`config.mk`:
```
export PLATFORM = sky130hd
export DESIGN_NAME = wb_timer
export DESIGN_NICKNAME = d
export VERILOG_FILES = /design/src/rtl/timer_pkg.sv /design/src/rtl/timer_counter.sv /design/src/rtl/wb_timer.sv
export SDC_FILE = /design/constraint.sdc
export NUM_CORES = 1
export LEC_CHECK = 0
export ABC_AREA = 1
export BUFFER_PORTS_ARGS = -buffer_cell sky130_fd_sc_hd__buf_2
export CAP_MARGIN = 20
export CORE_MARGIN = 5
export CORE_UTILIZATION = 35
export CTS_CLUSTER_DIAMETER = 120
export DETAILED_ROUTE_END_ITERATION = 16
export PLACE_DENSITY = 0.64
export RECOVER_POWER = 100
export SKIP_LAST_GASP = 1
export SYNTH_ARGS = -nofsm -noshare
export SYNTH_HDL_FRONTEND = slang
export SYNTH_HIERARCHICAL = 1
export SYNTH_SLANG_ARGS = --single-unit
```
`constraint.sdc`:
```
create_clock -name clk_i -period 2.1 [get_ports clk_i]
set_clock_uncertainty 0.2 [all_clocks]
set_input_delay 0.105 -clock clk_i [delete_from_list [all_inputs] [get_ports clk_i]]
set_output_delay 0.105 -clock clk_i [all_outputs]
set_load 0.05 [all_outputs]
```
`src/rtl/timer_pkg.sv`:
```
// Shared definitions for the wb_timer machine timer peripheral.
// Optional feature macro: WB_TIMER_PRESCALER_EN (enables the PRESCALE register).
package timer_pkg;

    // Word offsets decoded from adr_i[4:2]; 6 and 7 are unmapped
    typedef enum logic [2:0] {
        REG_MTIME_LO    = 3'd0,
        REG_MTIME_HI    = 3'd1,
        REG_MTIMECMP_LO = 3'd2,
        REG_MTIMECMP_HI = 3'd3,
        REG_MSIP        = 3'd4,
        REG_PRESCALE    = 3'd5
    } timer_reg_t;

    localparam int unsigned MSIP_BIT   = 0;
    localparam int unsigned PRESCALE_W = 16;

    // Replace the bytes of old_v selected by sel with the matching bytes of new_v
    function automatic logic [31:0] byte_merge(input logic [31:0] old_v,
                                               input logic [31:0] new_v,
                                               input logic [3:0]  sel);
        logic [31:0] r;
        r = old_v;
        for (int unsigned b = 0; b < 4; b++) begin
            if (sel[b]) r[8*b +: 8] = new_v[8*b +: 8];
        end
        return r;
    endfunction

endpackage

```
`src/rtl/timer_counter.sv`:
```
// 64-bit mtime counter with tick generation and bus write override.
// With WB_TIMER_PRESCALER_EN defined a 16-bit prescaler divides the tick;
// otherwise mtime advances every cycle and no prescaler state exists.
module timer_counter
    import timer_pkg::*;
(
    input  logic                  clk_i,
    input  logic                  rst_i,
    input  logic                  i_wr_lo,
    input  logic                  i_wr_hi,
    input  logic [31:0]           i_wdata,
`ifdef WB_TIMER_PRESCALER_EN
    input  logic                  i_psc_wr,
    input  logic [PRESCALE_W-1:0] i_psc_wdata,
    output logic [PRESCALE_W-1:0] o_prescale,
`endif
    output logic [63:0]           o_mtime
);

    logic [63:0] r_mtime;
    logic        w_tick;

`ifdef WB_TIMER_PRESCALER_EN
    logic [PRESCALE_W-1:0] r_count;
    logic [PRESCALE_W-1:0] r_prescale;

    assign w_tick     = (r_count == r_prescale);
    assign o_prescale = r_prescale;

    // Prescaler: count up to PRESCALE then restart; a PRESCALE write restarts the count
    always_ff @(posedge clk_i or negedge rst_i) begin
        if (!rst_i) begin
            r_count    <= '0;
            r_prescale <= '0;
        end else if (i_psc_wr) begin
            r_prescale <= i_psc_wdata;
            r_count    <= '0;
        end else if (w_tick) begin
            r_count    <= '0;
        end else begin
            r_count    <= r_count + PRESCALE_W'(1);
        end
    end
`else
    assign w_tick = 1'b1;
`endif

    // mtime: a bus write to either half wins over the tick and suppresses the increment
    always_ff @(posedge clk_i or negedge rst_i) begin
        if (!rst_i) begin
            r_mtime <= '0;
        end else if (i_wr_lo) begin
            r_mtime[31:0] <= i_wdata;
        end else if (i_wr_hi) begin
            r_mtime[63:32] <= i_wdata;
        end else if (w_tick) begin
            r_mtime <= r_mtime + 64'd1;
        end
    end

    assign o_mtime = r_mtime;

endmodule

```
`src/rtl/wb_timer.sv`:
```
// Machine timer / software interrupt peripheral on a Wishbone-style bus.
// Bus decode, acknowledge and read data, mtimecmp, msip, mtime high shadow
// and the registered timer compare. Optional macro: WB_TIMER_PRESCALER_EN.
module wb_timer
    import timer_pkg::*;
#(
    parameter logic [63:0] MTIMECMP_RESET = 64'hFFFF_FFFF_FFFF_FFFF
) (
    input  logic        clk_i,
    input  logic        rst_i,
    input  logic        stb_i,
    input  logic        we_i,
    input  logic [31:0] adr_i,
    input  logic [31:0] data_i,
    input  logic [3:0]  sel_i,
    output logic [31:0] data_o,
    output logic        ack_o,
    output logic        timer_interrupt_o,
    output logic        software_interrupt_o
);

    logic        r_ack;
    logic [31:0] r_data;
    logic [63:0] r_mtimecmp;
    logic        r_msip;
    logic [31:0] r_shadow;
    logic        r_tint;
    logic        r_sint;

    logic        w_access;
    timer_reg_t  w_off;
    logic [63:0] w_mtime;
    logic [31:0] w_mtime_wdata;
    logic        w_wr_lo;
    logic        w_wr_hi;
    logic [31:0] w_rdata;
    logic        w_unused_adr;

    assign w_unused_adr = &{1'b0, adr_i[31:5], adr_i[1:0]};

    // stb_i still high during the ack cycle is the tail of the same access
    assign w_access = stb_i & ~r_ack;
    assign w_off    = timer_reg_t'(adr_i[4:2]);
    assign w_wr_lo  = w_access & we_i & (w_off == REG_MTIME_LO);
    assign w_wr_hi  = w_access & we_i & (w_off == REG_MTIME_HI);
    assign w_mtime_wdata = byte_merge((w_off == REG_MTIME_HI) ? w_mtime[63:32] : w_mtime[31:0],
                                      data_i, sel_i);

`ifdef WB_TIMER_PRESCALER_EN
    logic                  w_psc_wr;
    logic [PRESCALE_W-1:0] w_prescale;
    logic [31:0]           w_psc_merge;

    assign w_psc_wr    = w_access & we_i & (w_off == REG_PRESCALE);
    assign w_psc_merge = byte_merge({{(32-PRESCALE_W){1'b0}}, w_prescale}, data_i, sel_i);
`endif

    timer_counter u_counter (
        .clk_i       (clk_i),
        .rst_i       (rst_i),
        .i_wr_lo     (w_wr_lo),
        .i_wr_hi     (w_wr_hi),
        .i_wdata     (w_mtime_wdata),
`ifdef WB_TIMER_PRESCALER_EN
        .i_psc_wr    (w_psc_wr),
        .i_psc_wdata (w_psc_merge[PRESCALE_W-1:0]),
        .o_prescale  (w_prescale),
`endif
        .o_mtime     (w_mtime)
    );

    // Read data mux; MTIME_HI returns the shadow captured by the last MTIME_LO read
    always_comb begin
        w_rdata = '0;
        case (w_off)
            REG_MTIME_LO:    w_rdata = w_mtime[31:0];
            REG_MTIME_HI:    w_rdata = r_shadow;
            REG_MTIMECMP_LO: w_rdata = r_mtimecmp[31:0];
            REG_MTIMECMP_HI: w_rdata = r_mtimecmp[63:32];
            REG_MSIP:        w_rdata = {31'b0, r_msip};
`ifdef WB_TIMER_PRESCALER_EN
            REG_PRESCALE:    w_rdata = {{(32-PRESCALE_W){1'b0}}, w_prescale};
`endif
            default:         w_rdata = '0;
        endcase
    end

    // Bus access, register writes and interrupt outputs
    always_ff @(posedge clk_i or negedge rst_i) begin
        if (!rst_i) begin
            r_ack      <= 1'b0;
            r_data     <= '0;
            r_mtimecmp <= MTIMECMP_RESET;
            r_msip     <= 1'b0;
            r_shadow   <= '0;
            r_tint     <= 1'b0;
            r_sint     <= 1'b0;
        end else begin
            r_ack  <= w_access;
            r_tint <= (w_mtime >= r_mtimecmp);
            r_sint <= r_msip;
            if (w_access) begin
                if (we_i) begin
                    case (w_off)
                        REG_MTIME_HI:    r_shadow <= w_mtime_wdata;
                        REG_MTIMECMP_LO: r_mtimecmp[31:0]  <= byte_merge(r_mtimecmp[31:0], data_i, sel_i);
                        REG_MTIMECMP_HI: r_mtimecmp[63:32] <= byte_merge(r_mtimecmp[63:32], data_i, sel_i);
                        REG_MSIP: begin
                            if (sel_i[MSIP_BIT/8]) r_msip <= data_i[MSIP_BIT];
                        end
                        default: ;
                    endcase
                end else begin
                    r_data <= w_rdata;
                    if (w_off == REG_MTIME_LO) r_shadow <= w_mtime[63:32];
                end
            end
        end
    end

    assign ack_o                = r_ack;
    assign data_o               = r_data;
    assign timer_interrupt_o    = r_tint;
    assign software_interrupt_o = r_sint;

endmodule
```
==> flow_summary.ini <==
[yosys]
synth-simple-area-share = 0.261
synth_flop_cell = dfrtp_1
synth_edf_count = 0
muxShareOfSynthArea = 0
synth_top_family_by_area = simple AND/OR/NAND/NOR gates
ys_seq_area_frac = 0.372
ys_types = 43
syn_nets = 2041
yosysWarningCount = 6
synth_top_area_frac = 0.247
avgSynthCellArea_um2 = 7.04
synthArstFlopShare = 1.00
synth_seq_cells = 196
netlist_top_cells_count = nand2_1, inv_1, nor2_1
synth_area_leaders = dfrtp_1, nand2_1, dfstp_2
synth_xor_area_frac = 0.0183
synth_cells = 1904
yosysTopAreaCell = dfrtp_1
yosysMostFrequentCell = nand2_1
synth_compound_area_frac = 0.183
synth_area_um2 = 13400
synth-adder-area-share = 0.0607

[floorplanning]
die_y_um = 206
dieArea_um2 = 42300
io_pins = 107
fp.dieW_um = 206
rows = 71
initial_core_util = 0.355
core_um2 = 37800

[global_routing]
grt.total_usage = 0.226
grt_max_degree = 66
grt_pass1_wl_mm = 74.9
grt_pass1_vias = 13141
grt_remaining_overflow = 0
antenna_found_initial = 0

[sta]
min_period_ps = 2120
rsz0062_at_grt = yes
slew_headroom = 0.477
tightest_slew_ps = 785
slew_violations = 0
timing.final.ws_setup_ps = -19.8
finalHoldViolCount = 0
holdWs_ps = 117
setup_violations = 2
post-route-period-util = 1.01
maxClockFrequency_ghz = 0.472
setup_tns_ps = -24.9

[placement]
hpwl_mm = 36.5
io_buffers = 77
place.gp.congestion = 0.972
dp_cells = 2555

[clocking]
clock_path_buffers = 2
clk_pin_slew_worst_paths_ps = 70
cts_buffers = 17
ctsHtreeMaxLevel = 4
insertion_delay_ps = 450
cts_tree = built
cts_root_buffer = clkbuf_16
cts_sinks = 196

[detailed_routing]
final_antenna_net_count = 0
routedWlPerCell_um = 18.2
dr.pass1.iters = 6
routed_via_density = 5.19
first_iter_violations = 1242
wl_mm = 48.1
drc = 0
route.vias.total = 13694

[worst_setup_path]
critPathCaptureType = register
path_class = register to register
timing.rr.start = r_mtimecmp[23]$_DFFE_PN1P_
crit_start = r_mtimecmp[23]$_DFFE_PN1P_
path_max_fanout = 2
reg2reg_setup_slack_ps = -20
startpoint_type = register
r2r-end = timer_interrupt_o$_DFF_PN0_
cp_data_required_time_ps = 2290
reg2reg_depth = 10
worstPathArrival_ps = 2310
crit_end = timer_interrupt_o$_DFF_PN0_

[cells_and_area]
finalNonFillerCells = 2640
nFillCells = 3822
areaGrowthSynthToFinish_pct = 22.7
diodes = 0
drive_above_1_share = 0.185
nNetsFinal = 2253
fin_util = 0.435

[pwr]
p_int_mw = 9.14
p_switching_mw = 6.57
pwr-share-comb = 0.409
seq_power_share = 0.377
pwr-share-clk = 0.215
irDropWorstVdd_mv = 0.548
swShare = 0.418
p_per_area_nw_per_um2 = 956
p_total_mw = 15.7
p_leak_nw = 7.52

[run]
maxCapViolCount = 0

[hold_path]
min_path_type = input pin to register
min_from = adr_i[3]

[outcome]
outcome = complete, but fails checks
failed_checks = negative setup slack
[power groups by stage]
stage               Sequential, mW  Combinational, mW  Clock, mW
detailed placement            5.91               5.98          0
global placement              5.89               5.84          0
CTS                           5.85               6.18       3.43
finish                        5.92               6.42       3.37
floorplan                     6.10               3.32          0
global route                  6.02               7.14       3.56
[cell usage in the layout, fill, tap and decap left out, drive strengths merged, types with 11 or more instances in the layout]
cell and n:
clkbuf 69, ha 65, a22oi 14, o22ai 50, o2111ai 12, o221ai 11, a21oi 97, buf 168
dlygate4sd3 44, nand3 65, dfstp 64, o211ai 22, dfrtp 132, nand2 572, xor2 20, inv 293
nor2 180, o21ai 184, o21bai 21
[worst min path at each step]
stage,endpoint,slack [ps],cells after the start
finish,data_o[0]$_DFFE_PN0P_,120,5
global route,data_o[0]$_DFFE_PN0P_,170,5
CTS,data_o[0]$_DFFE_PN0P_,70,6
detailed placement,r_shadow[0]$_DFFE_PN0P_,-90,1
global placement,r_shadow[0]$_DFFE_PN0P_,-100,1
floorplan,ack_o$_DFF_PN0_,-390,0
[cell type report]
cell class / instances / area [um2] / area share
clock buffers: 22 / 454 / 0.0276
clock inverters: 10 / 125 / 0.00761
inverters: 291 / 1090 / 0.0665
multi-input cells: 1351 / 7200 / 0.438
flip-flops and latches: 196 / 5010 / 0.305
well taps: 511 / 639 / 0.0389
repair buffers: 259 / 1920 / 0.117
[metal layers]
layer / share of wire / track usage
met1: 0.44 / 0.317
met2: 0.46 / 0.361
met3: 0.077 / 0.0334
met4: 0.021 / 0.0653
met5: 0 / 0
[timing repair]
item	4_1_cts	5_1_grt
setup endpoints to repair	1	62
buffers inserted	1	7
gates cloned	0	1
hold buffers	44	0
endpoints found under the hold margin	248	0
pin swaps	8	10
gates resized for setup	13	53
[logic make-up after synthesis]
| family | count (synthesis) |
|---|---|
| DFF | 196 |
| xor gates and xnor gates | 28 |
| adders and majority gates | 65 |
| and+or+nand+nor | 840 |
| AOI/OAI and AO/OA | 418 |
| buffers and inverters | 357 |
[metrics by stage]
stage / setup WS, ps / area [um2]
after global routing: -105 / 16400
final: -19.8 / 16400
after floorplan: 24.2 / 13400
after CTS: 0.0648 / 16300
after global placement: -335 / 15200
after detailed placement: -299 / 15200
[worst max-delay path, stage by stage, from the launching register on]
cell     delay [ps]
dfstp_2         540
inv_1            90
ha_4            280
nand2_1          70
nor2_2          140
nand4_1         260
nor2_4          250
nand2_1          70
nand2_1          70
nand2_1          50
nand2_1          50
[state kept, by name, summed over array words and instances, names as in the netlist]
register,flops
ack_o,1
data_o,32
u_counter/o_mtime,64
r_shadow,32
r_msip,1
r_mtimecmp,64
software_interrupt_o,1
timer_interrupt_o,1
Note: power is estimated with default switching activity, not from simulation.
